==> src/rtl/keylock_pkg.sv <==
// Shared definitions for the keypad scanner and the lock controller.
package keylock_pkg;

  localparam int unsigned KP_ROWS = 4;
  localparam int unsigned KP_COLS = 4;

  // Command key codes (4*row + col) understood by the lock controller.
  localparam logic [3:0] KEY_LOCK   = 4'd9;
  localparam logic [3:0] KEY_REPRO  = 4'd8;
  localparam logic [3:0] KEY_CANCEL = 4'd7;

  typedef enum logic [1:0] {
    StScan,
    StPressDb,
    StHeld,
    StReleaseDb
  } scan_state_e;

  // True when exactly one active-low column is asserted.
  function automatic logic col_single(logic [KP_COLS-1:0] c);
    return $countones(~c) == 1;
  endfunction

  // Index of the lowest asserted (low) column; meaningful only for a single sample.
  function automatic logic [1:0] col_index(logic [KP_COLS-1:0] c);
    logic [1:0] idx;
    idx = '0;
    for (int i = KP_COLS - 1; i >= 0; i--) begin
      if (!c[i]) idx = 2'(i);
    end
    return idx;
  endfunction

endpackage

==> src/rtl/keypad_sync.sv <==
// Two-flop synchronizer for asynchronous level inputs, with a configurable reset value.
module keypad_sync #(
  parameter int unsigned       Width    = 4,
  parameter logic [Width-1:0] ResetVal = '1
) (
  input  logic             clk,
  input  logic             reset,
  input  logic [Width-1:0] d,
  output logic [Width-1:0] q
);

  logic [Width-1:0] meta_q;
  logic [Width-1:0] sync_q;

  // Two-stage capture; the first stage may go metastable, the second is used.
  always_ff @(posedge clk) begin
    if (reset) begin
      meta_q <= ResetVal;
      sync_q <= ResetVal;
    end else begin
      meta_q <= d;
      sync_q <= meta_q;
    end
  end

  assign q = sync_q;

endmodule

==> src/rtl/keypad_scanner.sv <==
// 4x4 key matrix scanner: drives one row at a time, debounces press and release,
// and reports each accepted key once with a one-cycle rdy strobe.
module keypad_scanner
  import keylock_pkg::*;
#(
  parameter int unsigned SCAN_DIV     = 1000,
  parameter int unsigned DEBOUNCE_CNT = 8
) (
  input  logic               clk,
  input  logic               reset,
  output logic [KP_ROWS-1:0] row_n,
  input  logic [KP_COLS-1:0] col_n,
  output logic [3:0]         keypress,
  output logic               rdy,
  output logic               key_held
);

  localparam int unsigned SlotW = $clog2(SCAN_DIV);
  localparam int unsigned DbW   = $clog2(DEBOUNCE_CNT + 1);
  localparam int unsigned RowW  = $clog2(KP_ROWS);
  localparam int unsigned ColW  = $clog2(KP_COLS);

  localparam logic [SlotW-1:0] SlotLast = SlotW'(SCAN_DIV - 1);
  // Matching sample that brings db_cnt up to DEBOUNCE_CNT.
  localparam logic [DbW-1:0]   DbLast   = DbW'(DEBOUNCE_CNT - 1);

  logic [KP_COLS-1:0] col_s;
  logic [SlotW-1:0]   slot_q;
  scan_state_e        state_q, state_d;
  logic [RowW-1:0]    row_q, row_d;
  logic [RowW-1:0]    cand_row_q, cand_row_d;
  logic [ColW-1:0]    cand_col_q, cand_col_d;
  logic [DbW-1:0]     db_cnt_q, db_cnt_d;
  logic [3:0]         keypress_q, keypress_d;
  logic               rdy_q, rdy_d;
  logic               held_q, held_d;

  logic               sample;
  logic               is_idle;
  logic               is_single;
  logic [ColW-1:0]    low_col;

  keypad_sync #(
    .Width   (KP_COLS),
    .ResetVal({KP_COLS{1'b1}})
  ) u_col_sync (
    .clk  (clk),
    .reset(reset),
    .d    (col_n),
    .q    (col_s)
  );

  assign sample    = (slot_q == SlotLast);
  assign is_idle   = (col_s == {KP_COLS{1'b1}});
  assign is_single = col_single(col_s);
  assign low_col   = col_index(col_s);

  // Row slot timer; columns are only looked at in the last cycle so rows can settle.
  always_ff @(posedge clk) begin
    if (reset || sample) begin
      slot_q <= '0;
    end else begin
      slot_q <= slot_q + SlotW'(1);
    end
  end

  // State and datapath registers.
  always_ff @(posedge clk) begin
    if (reset) begin
      state_q    <= StScan;
      row_q      <= '0;
      cand_row_q <= '0;
      cand_col_q <= '0;
      db_cnt_q   <= '0;
      keypress_q <= '0;
      rdy_q      <= 1'b0;
      held_q     <= 1'b0;
    end else begin
      state_q    <= state_d;
      row_q      <= row_d;
      cand_row_q <= cand_row_d;
      cand_col_q <= cand_col_d;
      db_cnt_q   <= db_cnt_d;
      keypress_q <= keypress_d;
      rdy_q      <= rdy_d;
      held_q     <= held_d;
    end
  end

  // Scan/debounce decisions, taken only at the sample point of each row slot.
  always_comb begin
    state_d    = state_q;
    row_d      = row_q;
    cand_row_d = cand_row_q;
    cand_col_d = cand_col_q;
    db_cnt_d   = db_cnt_q;
    keypress_d = keypress_q;
    rdy_d      = 1'b0;
    held_d     = held_q;
    if (sample) begin
      case (state_q)
        StScan: begin
          if (is_single) begin
            cand_row_d = row_q;
            cand_col_d = low_col;
            db_cnt_d   = '0;
            state_d    = StPressDb;
          end else begin
            row_d = row_q + RowW'(1);
          end
        end
        StPressDb: begin
          if (is_single && (low_col == cand_col_q)) begin
            db_cnt_d = db_cnt_q + DbW'(1);
            if (db_cnt_q == DbLast) begin
              keypress_d = {cand_row_q, cand_col_q};
              rdy_d      = 1'b1;
              held_d     = 1'b1;
              state_d    = StHeld;
            end
          end else begin
            state_d = StScan;
            row_d   = row_q + RowW'(1);
          end
        end
        StHeld: begin
          // Extra keys keep the matrix non-idle; they never produce a new strobe.
          if (is_idle) begin
            db_cnt_d = '0;
            state_d  = StReleaseDb;
          end
        end
        StReleaseDb: begin
          if (is_idle) begin
            db_cnt_d = db_cnt_q + DbW'(1);
            if (db_cnt_q == DbLast) begin
              held_d  = 1'b0;
              row_d   = row_q + RowW'(1);
              state_d = StScan;
            end
          end else begin
            state_d = StHeld;
          end
        end
        default: state_d = StScan;
      endcase
    end
  end

  assign row_n    = ~(KP_ROWS'(1) << row_q);
  assign keypress = keypress_q;
  assign rdy      = rdy_q;
  assign key_held = held_q;

endmodule

==> config.mk <==
export PLATFORM = sky130hd
export DESIGN_NAME = keypad_scanner
export DESIGN_NICKNAME = d
export VERILOG_FILES = /design/src/rtl/keylock_pkg.sv /design/src/rtl/keypad_sync.sv /design/src/rtl/keypad_scanner.sv
export SDC_FILE = /design/constraint.sdc
export NUM_CORES = 1
export LEC_CHECK = 0
export BUFFER_PORTS_ARGS = -buffer_cell sky130_fd_sc_hd__buf_4
export CAP_MARGIN = 20
export CORE_MARGIN = 3
export CORE_UTILIZATION = 52
export DETAILED_ROUTE_END_ITERATION = 12
export PLACE_DENSITY = 0.78
export SYNTH_ARGS = -nofsm -noshare
export SYNTH_HDL_FRONTEND = slang
export SYNTH_SLANG_ARGS = --single-unit
==> constraint.sdc <==
create_clock -name clk -period 3 [get_ports clk]
set_input_delay 0.3 -clock clk [delete_from_list [all_inputs] [get_ports clk]]
set_output_delay 0.3 -clock clk [all_outputs]
set_load 0.05 [all_outputs]
==> results of run 1 <==
[cell usage after synthesis, types with 2 or more instances]
master	number
o21ai_0	8
nor4_1	2
nand3_1	7
ha_1	9
nand4_1	8
dfxtp_1	36
o31ai_1	3
nor2_1	20
or3_1	2
mux2i_1	5
nand2_1	15
inv_1	12
or2_2	10
and4_1	2
a31oi_1	2
nand3b_1	2
xor2_1	5
clkbuf_1	6
xnor2_1	3
a21oi_1	13
nor3_1	6
nand2b_1	6
[cells by family after synthesis]
kind of cell             count (synthesis)  synth area share (%)
AND/OR/NAND/NOR                         91                  28.7
flip-flops                              36                  41.1
AO/OA/AOI/OAI                           33                  11.6
buffers and inverters                   19                  4.14
adder cells (fa/ha/maj)                 10                  7.57
XOR/XNOR                                 8                  4.00
multiplexers                             5                  2.86
[per-layer routing]
metal  vias up  global-route usage, %
met3        11                   6.33
met4         0                   9.16
met2        54                   31.5
met1       693                   21.2
met5         -                      0
li1        741                      -
[flip-flops by register name, summed over array words and instances (netlist names)]
signal and cells:
keypress 4, db_cnt_q 4, cand_col_q 2, u_col_sync.meta_q 4, cand_row_q 2, u_col_sync.q 4, rdy 1, state_q 2
key_held 1, slot_q 10, row_q 2
[worst min-delay path by stage]
stage	slack, ps	cells past startpoint	to
floorplan	390	1	u_col_sync.q[0]
global placement	390	1	u_col_sync.q[2]
detailed placement	400	1	u_col_sync.q[1]
CTS	140	2	u_col_sync.meta_q[0]
global route	120	2	u_col_sync.meta_q[0]
finish	140	2	u_col_sync.meta_q[1]
[report_power, final]
group | total, uW | leakage, uW | switching (uW) | internal, uW
logic | 57.0 | 0.000442 | 30.5 | 26.5
clock network | 242 | 0.0000281 | 156 | 86.3
registers | 494 | 0.000292 | 7.86 | 486
[cell type report]
cell class              instances  share of cell area, %
multi-input cells             147                   48.9
clock inverters                 1                  0.254
well taps                      44                   2.79
clock buffers                   6                   2.10
inverters                      12                   2.29
flip-flops and latches         36                   36.8
repair buffers                 18                   6.86
[critical path: cells and delay by family, from the launching register on]
kind | cells | cell delay [ps]
adder cells (fa/ha/maj) | 3 | 1000
buffers and inverters | 1 | 40
AO/OA/AOI/OAI | 2 | 240
flip-flops | 1 | 390
AND/OR/NAND/NOR | 3 | 1100
[timing repair]
item / CTS / global route
endpoints found under the hold margin: 0 / 0
gates resized for setup: 0 / 5
endpoints found under the setup margin: 0 / 7
[stage by stage]
stage,worst slack (ps),power (uW)
after global placement,209,556
after global routing,24.2,827
after detailed placement,75.5,560
after floorplan,184,543
final,161,792
after CTS,25.2,795
==> results.json, run 1 <==
{
  "n_antenna_cell": 0,
  "netlist_area_sq_mm": 0.00175,
  "coreArea_sq_mm": 0.00313,
  "drive_gt1_share_pct": 18.6,
  "drt_first_iter_violations": 114,
  "dr.pass1.iters": 4,
  "timing.fmax_ghz": 0.352,
  "vias_per_cell": 5.68,
  "worstPathCellList": "fa_1 > inv_1 > ha_1 > ha_1 > or4b_4 > nand2_2 > o21ai_1 > or4_1 > a21oi_1",
  "clockRootBuffer": "clkbuf_4",
  "async_flop_share_pct": 0,
  "wire_per_inst_um": 13.5,
  "syn_nets": 218,
  "grt_pass1_vias": 1393,
  "worst_clock_skew_ps": 14.5,
  "crit_arrival_ps": 3130,
  "syn_avg_cell_area_sq_um": 8.67,
  "tns_ps": 0,
  "seqCellArea_sq_um": 726,
  "reg2regPathDepth": 9,
  "ys_seq_area_share_pct": 41.1,
  "hold_viol_final": 0,
  "p_leak_uw": 0.000762,
  "synth_area_leaders": "dfxtp_1 (41%), ha_1 (6.4%), nor2_1 (4.3%)",
  "cpMostUsedCell": "ha_1",
  "hold_class": "in -> reg",
  "cts_hold_buf": 0,
  "grt_pass1_wl_um": 5980,
  "synth-edff-count": 0,
  "clock-sinks": 36,
  "final_common_cell": "dfxtp_1",
  "cap_violations": 0,
  "rr_startpoint": "u_col_sync.q[0]",
  "grt_overflow": 0,
  "worstSetupPathType": "reg -> reg",
  "cts_made_buffers": 5,
  "cts_buffer_depth": 2,
  "yosysTopAreaCell": "dfxtp_1",
  "ir_worst_vdd_uv": 316,
  "yosys_most_used_dff": "dfxtp_1",
  "post-route-util_pct": 63.0,
  "ys_types": 42,
  "wl_met2_um": 1740,
  "cellPowerDensity_mw_per_mm2": 402,
  "rows": 20,
  "slew_headroom_pct": 44.3,
  "synth_top_area_share_pct": 41.1,
  "placed_area_sq_mm": 0.00191,
  "drcViolationCount": 0,
  "hold_slack_ps": 136,
  "worst_slew_pin_slew_ps": 827,
  "routed.top_layer": "met4",
  "holdCritStartpoint": "col_n[1]",
  "fin_area_sq_mm": 0.00197,
  "period_share_pct": 94.6,
  "initial_utilization_pct": 56.0,
  "fin_nets": 236,
  "setup_violations": 0,
  "ant_nets": 0,
  "wl_met1_um": 1520,
  "critPathLaunchType": "flop",
  "path_max_fanout": 8,
  "grt_max_degree": 30,
  "grt_setup_unrepaired": "false",
  "critPathLaunch": "u_col_sync.q[0]",
  "syn_to_final_growth_pct": 12.5,
  "stdcell_count": 264,
  "worstReg2RegEnd": "db_cnt_q[1]",
  "grt_use_total_pct": 18.8,
  "io_buffers": 15,
  "syn_inst": 202,
  "drt-total-wl_um": 3570,
  "dp.final_hpwl_um": 2580,
  "vias": 1499,
  "yosysWarningCount": 0,
  "cts_tree": "done",
  "synth-seq-cells": 36,
  "htree_levels": 2,
  "die_w_um": 64.0,
  "clk_pin_slew_ps": 110,
  "crit_required_ps": 3290,
  "die_h_um": 64.0,
  "crit_path_top_delay_cell": "fa_1",
  "crit_path_end_kind": "flop",
  "wl_met3_um": 217,
  "rrSetupSlack_ps": 160,
  "cpPeakStageDelay_ps": 540,
  "gp_congestion": 0.914,
  "clock_latency_ps": 350,
  "run_status": "completed",
  "endpoint": "db_cnt_q[1]",
  "drv_slew": 0,
  "place_inst": 257,
  "ios": 16,
  "cts_setup_buffers": 0,
  "fill_cells": 255,
  "fp.dieArea_sq_mm": 0.00410,
  "antenna_found_initial": 0,
  "min_period_ps": 2840,
  "final_cell_mix": "dfxtp_1 (34), nor2_1 (20), buf_4 (18), nand2_1 (15), a21oi_1 (13)",
  "multi_input_area_sq_um": 963
}
Power figures use the tool's default switching activity.
==> run 2, diff against run 1 <==
CORE_MARGIN = 4   (was 3)
CORE_UTILIZATION = 54   (was 52)
CTS_BUF_LIST = sky130_fd_sc_hd__clkbuf_4   (was not set)
GPL_TIMING_DRIVEN = 0   (was not set)
PLACE_DENSITY = 0.8   (was 0.78)
==> run 2 against run 1 <==
Sequential cell count is the same. Core utilization up 0.90 points. Sequential power barely moved. Die area up 2.9%. First-iteration DRC count is 8.8% lower. Setup slack worse by 1.7 ps. Maximum frequency about the same. Total power decreased by 3.3%. Register-to-register slack hardly changed. Global-route usage down 0.87 points. Sequential share of layout area rose by 0.070 points. Largest cell class unchanged.
==> results.json, run 2 (same netlist as run 1, synthesis figures left out) <==
{
  "run_status": "completed",
  "drv_slew": 0,
  "crit_required_ps": 3270,
  "grt_max_degree": 11,
  "hold_depth": 2,
  "dr.pass1.iters": 4,
  "initial_utilization_pct": 56.9,
  "grt_use_total_pct": 17.9,
  "ant_nets": 0,
  "tns_ps": 0,
  "htree_levels": 2,
  "fp.dieArea_sq_mm": 0.00422,
  "slew_headroom_pct": 38.4,
  "cpMostUsedCell": "ha_1",
  "syn_to_final_growth_pct": 12.3,
  "clockRootBuffer": "clkbuf_4",
  "reg2regPathDepth": 9,
  "drt_first_iter_violations": 104,
  "min_period_ps": 2840,
  "ir_worst_vdd_uv": 299,
  "stdcell_count": 265,
  "fill_cells": 285,
  "crit_path_end_kind": "flop",
  "rows": 20,
  "crit_buf_inv": 1,
  "die_w_um": 65.0,
  "period_share_pct": 94.7,
  "placed_area_sq_mm": 0.00192,
  "place_inst": 261,
  "grt_pass1_wl_um": 5840,
  "p_leak_uw": 0.000754,
  "largest_register": "slot_q",
  "dp.final_hpwl_um": 2500,
  "crit_family": "simple AND/OR/NAND/NOR gates",
  "total_power_uw": 766,
  "crit_arrival_ps": 3110,
  "cts_tree": "done",
  "fin_nets": 239,
  "hold_viol_final": 0,
  "ios": 16,
  "coreArea_sq_mm": 0.00308,
  "hold_class": "in -> reg",
  "cts_buffer_depth": 2,
  "wire_per_inst_um": 12.9,
  "setup_ws_ps": 159,
  "worstSetupPathType": "reg -> reg",
  "drcViolationCount": 0,
  "antenna_found_initial": 0,
  "clock-sinks": 36,
  "io_buffers": 15,
  "worst_clock_skew_ps": 11.0,
  "n_antenna_cell": 0,
  "vias": 1412,
  "cpPeakStageDelay_ps": 550,
  "drive_gt1_share_pct": 17.6,
  "die_h_um": 65.0,
  "worstPathCellList": "fa_1 > inv_1 > ha_1 > ha_1 > or4b_4 > nand2_2 > o21ai_2 > or4_1 > a21oi_1",
  "grt_overflow": 0,
  "worstReg2RegEnd": "db_cnt_q[1]",
  "final_common_cell": "dfxtp_1",
  "cellPowerDensity_mw_per_mm2": 389,
  "clk_pin_slew_ps": 100,
  "rr_startpoint": "u_col_sync.q[0]",
  "timing.fmax_ghz": 0.352,
  "holdCritStartpoint": "col_n[1]",
  "path_max_fanout": 8,
  "critPathLaunchType": "flop",
  "setup_violations": 0,
  "clock_latency_ps": 330,
  "grt_setup_unrepaired": "false",
  "drt-total-wl_um": 3410,
  "crit_path_top_delay_cell": "or4b_4",
  "cap_violations": 0,
  "vias_per_cell": 5.33,
  "largest_reg_flops": 10,
  "grt_pass1_vias": 1353,
  "pre_cts_slack_ps": -61.2,
  "cts_made_buffers": 5,
  "fin_area_sq_mm": 0.00197,
  "min_to": "u_col_sync.meta_q[1]",
  "gp_congestion": 0.815,
  "rrSetupSlack_ps": 160,
  "final_cell_mix": "dfxtp_1 (34), nor2_1 (20), nand2_1 (15), buf_4 (15), a21oi_1 (13)",
  "worst_slew_pin_slew_ps": 916
}
[run 2: cell types whose count changed in the layout (fill, tap and decap cells not counted), sizes merged]
cell,previous run,this run
buf,18,16
clkinv,1,0
clkbuf,6,10
[run 2: report_power, final]
group | internal [uW] | total [uW] | switching [uW]
clock | 78.2 | 218 | 139
combinational | 24.9 | 55.0 | 30.1
sequential | 486 | 493 | 7.88
total | 589 | 766 | 177
[run 2: cell type report]
| cell class | instances | area (sq um) | share of cell area [%] |
|---|---|---|---|
| plain buffers | 6 | 23.8 | 1.21 |
| clock buffers | 5 | 37.5 | 1.91 |
| inverters | 12 | 45.0 | 2.29 |
| multi-input cells | 147 | 967 | 49.2 |
| flip-flops and latches | 36 | 726 | 36.9 |
| well taps | 44 | 55.1 | 2.80 |
| repair buffers | 15 | 113 | 5.73 |
[run 2: worst max-delay path by stage]
stage | to | depth (start not counted) | start | slack (ps)
after floorplan | db_cnt_q[1] | 9 | u_col_sync.q[0] | 180
after global placement | cand_row_q[0] | 8 | u_col_sync.q[0] | -70
after detailed placement | cand_row_q[0] | 8 | u_col_sync.q[0] | -60
after CTS | key_held | 10 | u_col_sync.q[0] | 40
after global routing | db_cnt_q[1] | 9 | u_col_sync.q[0] | 4
final | db_cnt_q[1] | 9 | u_col_sync.q[0] | 160
[run 2: what timing repair did]
item	4_1_cts	5_1_grt
endpoints found under the setup margin	5	11
buffers inserted	0	0
cloned	0	0
hold buffers	0	0
gates resized for setup	2	4
[run 2: through the flow]
stage | hold slack (ps) | utilization, %
finish | 153 | 63.9
global route | 138 | 63.9
CTS | 143 | 63.7
detailed placement | 397 | 62.4
global placement | 393 | 62.4
floorplan | 389 | -
[run 2: routing by layer]
metal | routed length, um | GRT usage (%) | up-vias
li1 | - | - | 746
met4 | 59 | 8.71 | 0
met3 | 82 | 4.16 | 7
met2 | 1600 | 29.2 | 14
met5 | 0 | 0 | -
met1 | 1670 | 22.1 | 645
==> run 3, diff against run 2 <==
PLACE_DENSITY = 0.76   (was 0.8)
RECOVER_POWER = 50   (was not set)
==> run 3 against run 2 <==
Clock power increased by 23%. Non-clock buffer count stayed put. Cell count up 1.1%. Final area fell by 1.1%. Via count grew 5.5%. Critical endpoint unchanged. Sequential cell count did not move. Largest cell class unchanged. Hold slack lost 40 ps.
==> results.json, run 3 (same netlist as run 1, synthesis figures left out) <==
{
  "grt_max_degree": 11,
  "clockRootBuffer": "clkbuf_4",
  "ios": 16,
  "min_period_ps": 2870,
  "cap_violations": 0,
  "cellPowerDensity_mw_per_mm2": 421,
  "dp.final_hpwl_um": 2740,
  "final_cell_mix": "dfxtp_1 (34), nor2_1 (20), clkbuf_1 (15), nand2_1 (15), a21oi_1 (13)",
  "io_buffers": 15,
  "hold_class": "in -> reg",
  "worst_clock_skew_ps": 13.7,
  "crit_arrival_ps": 3170,
  "grt_pass1_wl_um": 6180,
  "tns_ps": 0,
  "worstSetupPathType": "reg -> reg",
  "largest_register": "slot_q",
  "crit_path_end_kind": "flop",
  "ant_nets": 0,
  "cts_setup_buffers": 0,
  "initial_utilization_pct": 56.9,
  "dr.pass1.iters": 4,
  "cts_made_buffers": 5,
  "clock_latency_ps": 360,
  "p_leak_uw": 0.000724,
  "hold_viol_final": 0,
  "coreArea_sq_mm": 0.00308,
  "clock-sinks": 36,
  "drcViolationCount": 0,
  "critPathLaunch": "u_col_sync.q[0]",
  "n_antenna_cell": 0,
  "vias_per_cell": 5.56,
  "htree_levels": 2,
  "critPathLaunchType": "flop",
  "cts_tree": "done",
  "place_inst": 261,
  "largest_reg_flops": 10,
  "setup_violations": 0,
  "fp.dieArea_sq_mm": 0.00422,
  "clk_pin_slew_ps": 110,
  "antenna_found_initial": 0,
  "die_h_um": 65.0,
  "crit_required_ps": 3300,
  "timing.fmax_ghz": 0.348,
  "stdcell_count": 268,
  "period_share_pct": 95.7,
  "drv_slew": 0,
  "rows": 20,
  "rr_startpoint": "u_col_sync.q[0]",
  "slew_headroom_pct": 36.0,
  "gp_congestion": 0.822,
  "wire_per_inst_um": 13.8,
  "holdCritStartpoint": "col_n[2]",
  "cts_buffer_depth": 2,
  "die_w_um": 65.0,
  "grt_setup_unrepaired": "false",
  "syn_to_final_growth_pct": 11.1,
  "run_status": "completed",
  "path_max_fanout": 8,
  "drive_gt1_share_pct": 13.8,
  "grt_pass1_vias": 1419,
  "grt_use_total_pct": 19.2,
  "worst_slew_pin_slew_ps": 951,
  "vias": 1490,
  "final_common_cell": "dfxtp_1",
  "drt-total-wl_um": 3700,
  "fin_nets": 239,
  "grt_overflow": 0,
  "drt_first_iter_violations": 77,
  "ir_worst_vdd_uv": 289
}
-- run 3: changes by cell type in the layout (fill, tap and decap cells not counted), sizes merged --
cell | before | now
clkbuf | 10 | 23
buf | 16 | 5
clkinv | 0 | 1
-- run 3: worst max-delay path, cell delays in order (launching register included) --
cell and delay (ps):
dfxtp_2 380, fa_1 540, inv_1 50, ha_1 170
ha_1 280, or4b_4 540, nand2_2 120, o21ai_2 100
or4_1 480, a21oi_1 150
-- run 3: stage by stage --
step	area [sq um]	power (uW)	utilization [%]	setup WS, ps	hold slack [ps]
final	1950	820	63.2	128	114
after global placement	1920	556	62.4	-67.9	390
after CTS	1980	825	64.3	28.9	108
after detailed placement	1920	559	62.4	-159	397
after global routing	1950	855	63.2	6.75	110
after floorplan	1750	543	-	184	389
-- run 3: cell type report --
cell class | instances | area, sq um
multi-input cells | 147 | 967
clock inverters | 1 | 3.75
flip-flops and latches | 36 | 723
plain buffers | 6 | 23.8
fillers | 266 | 1130
well taps | 44 | 55.1
inverters | 12 | 45.0
repair buffers | 15 | 75.1
clock buffers | 7 | 52.6
-- run 3: power breakdown --
part | switching, uW | total (uW) | internal [uW]
logic | 31.8 | 56.8 | 25.0
clock network | 161 | 269 | 108
registers | 7.59 | 494 | 486
total | 201 | 820 | 619
-- run 3: worst paths after layout --
path	end	slack [ps]	depth (start not counted)
min	u_col_sync.meta_q[2]	110	2
min reg2reg	u_col_sync.q[3]	400	1
max	db_cnt_q[1]	130	9
max reg2reg	db_cnt_q[1]	130	9
-- run 3: layer usage --
metal / global-route usage [%] / routed length [um]
met1: 22.9 / 1670
met2: 30.7 / 1740
met3: 4.68 / 180
met4: 12.4 / 119
met5: 0 / 0
-- run 3: timing repair --
item | in CTS | in global routing
gates cloned | 0 | 0
gates resized for setup | 2 | 4
endpoints found under the hold margin | 0 | 0
endpoints found under the setup margin | 5 | 14
hold buffers | 0 | 0
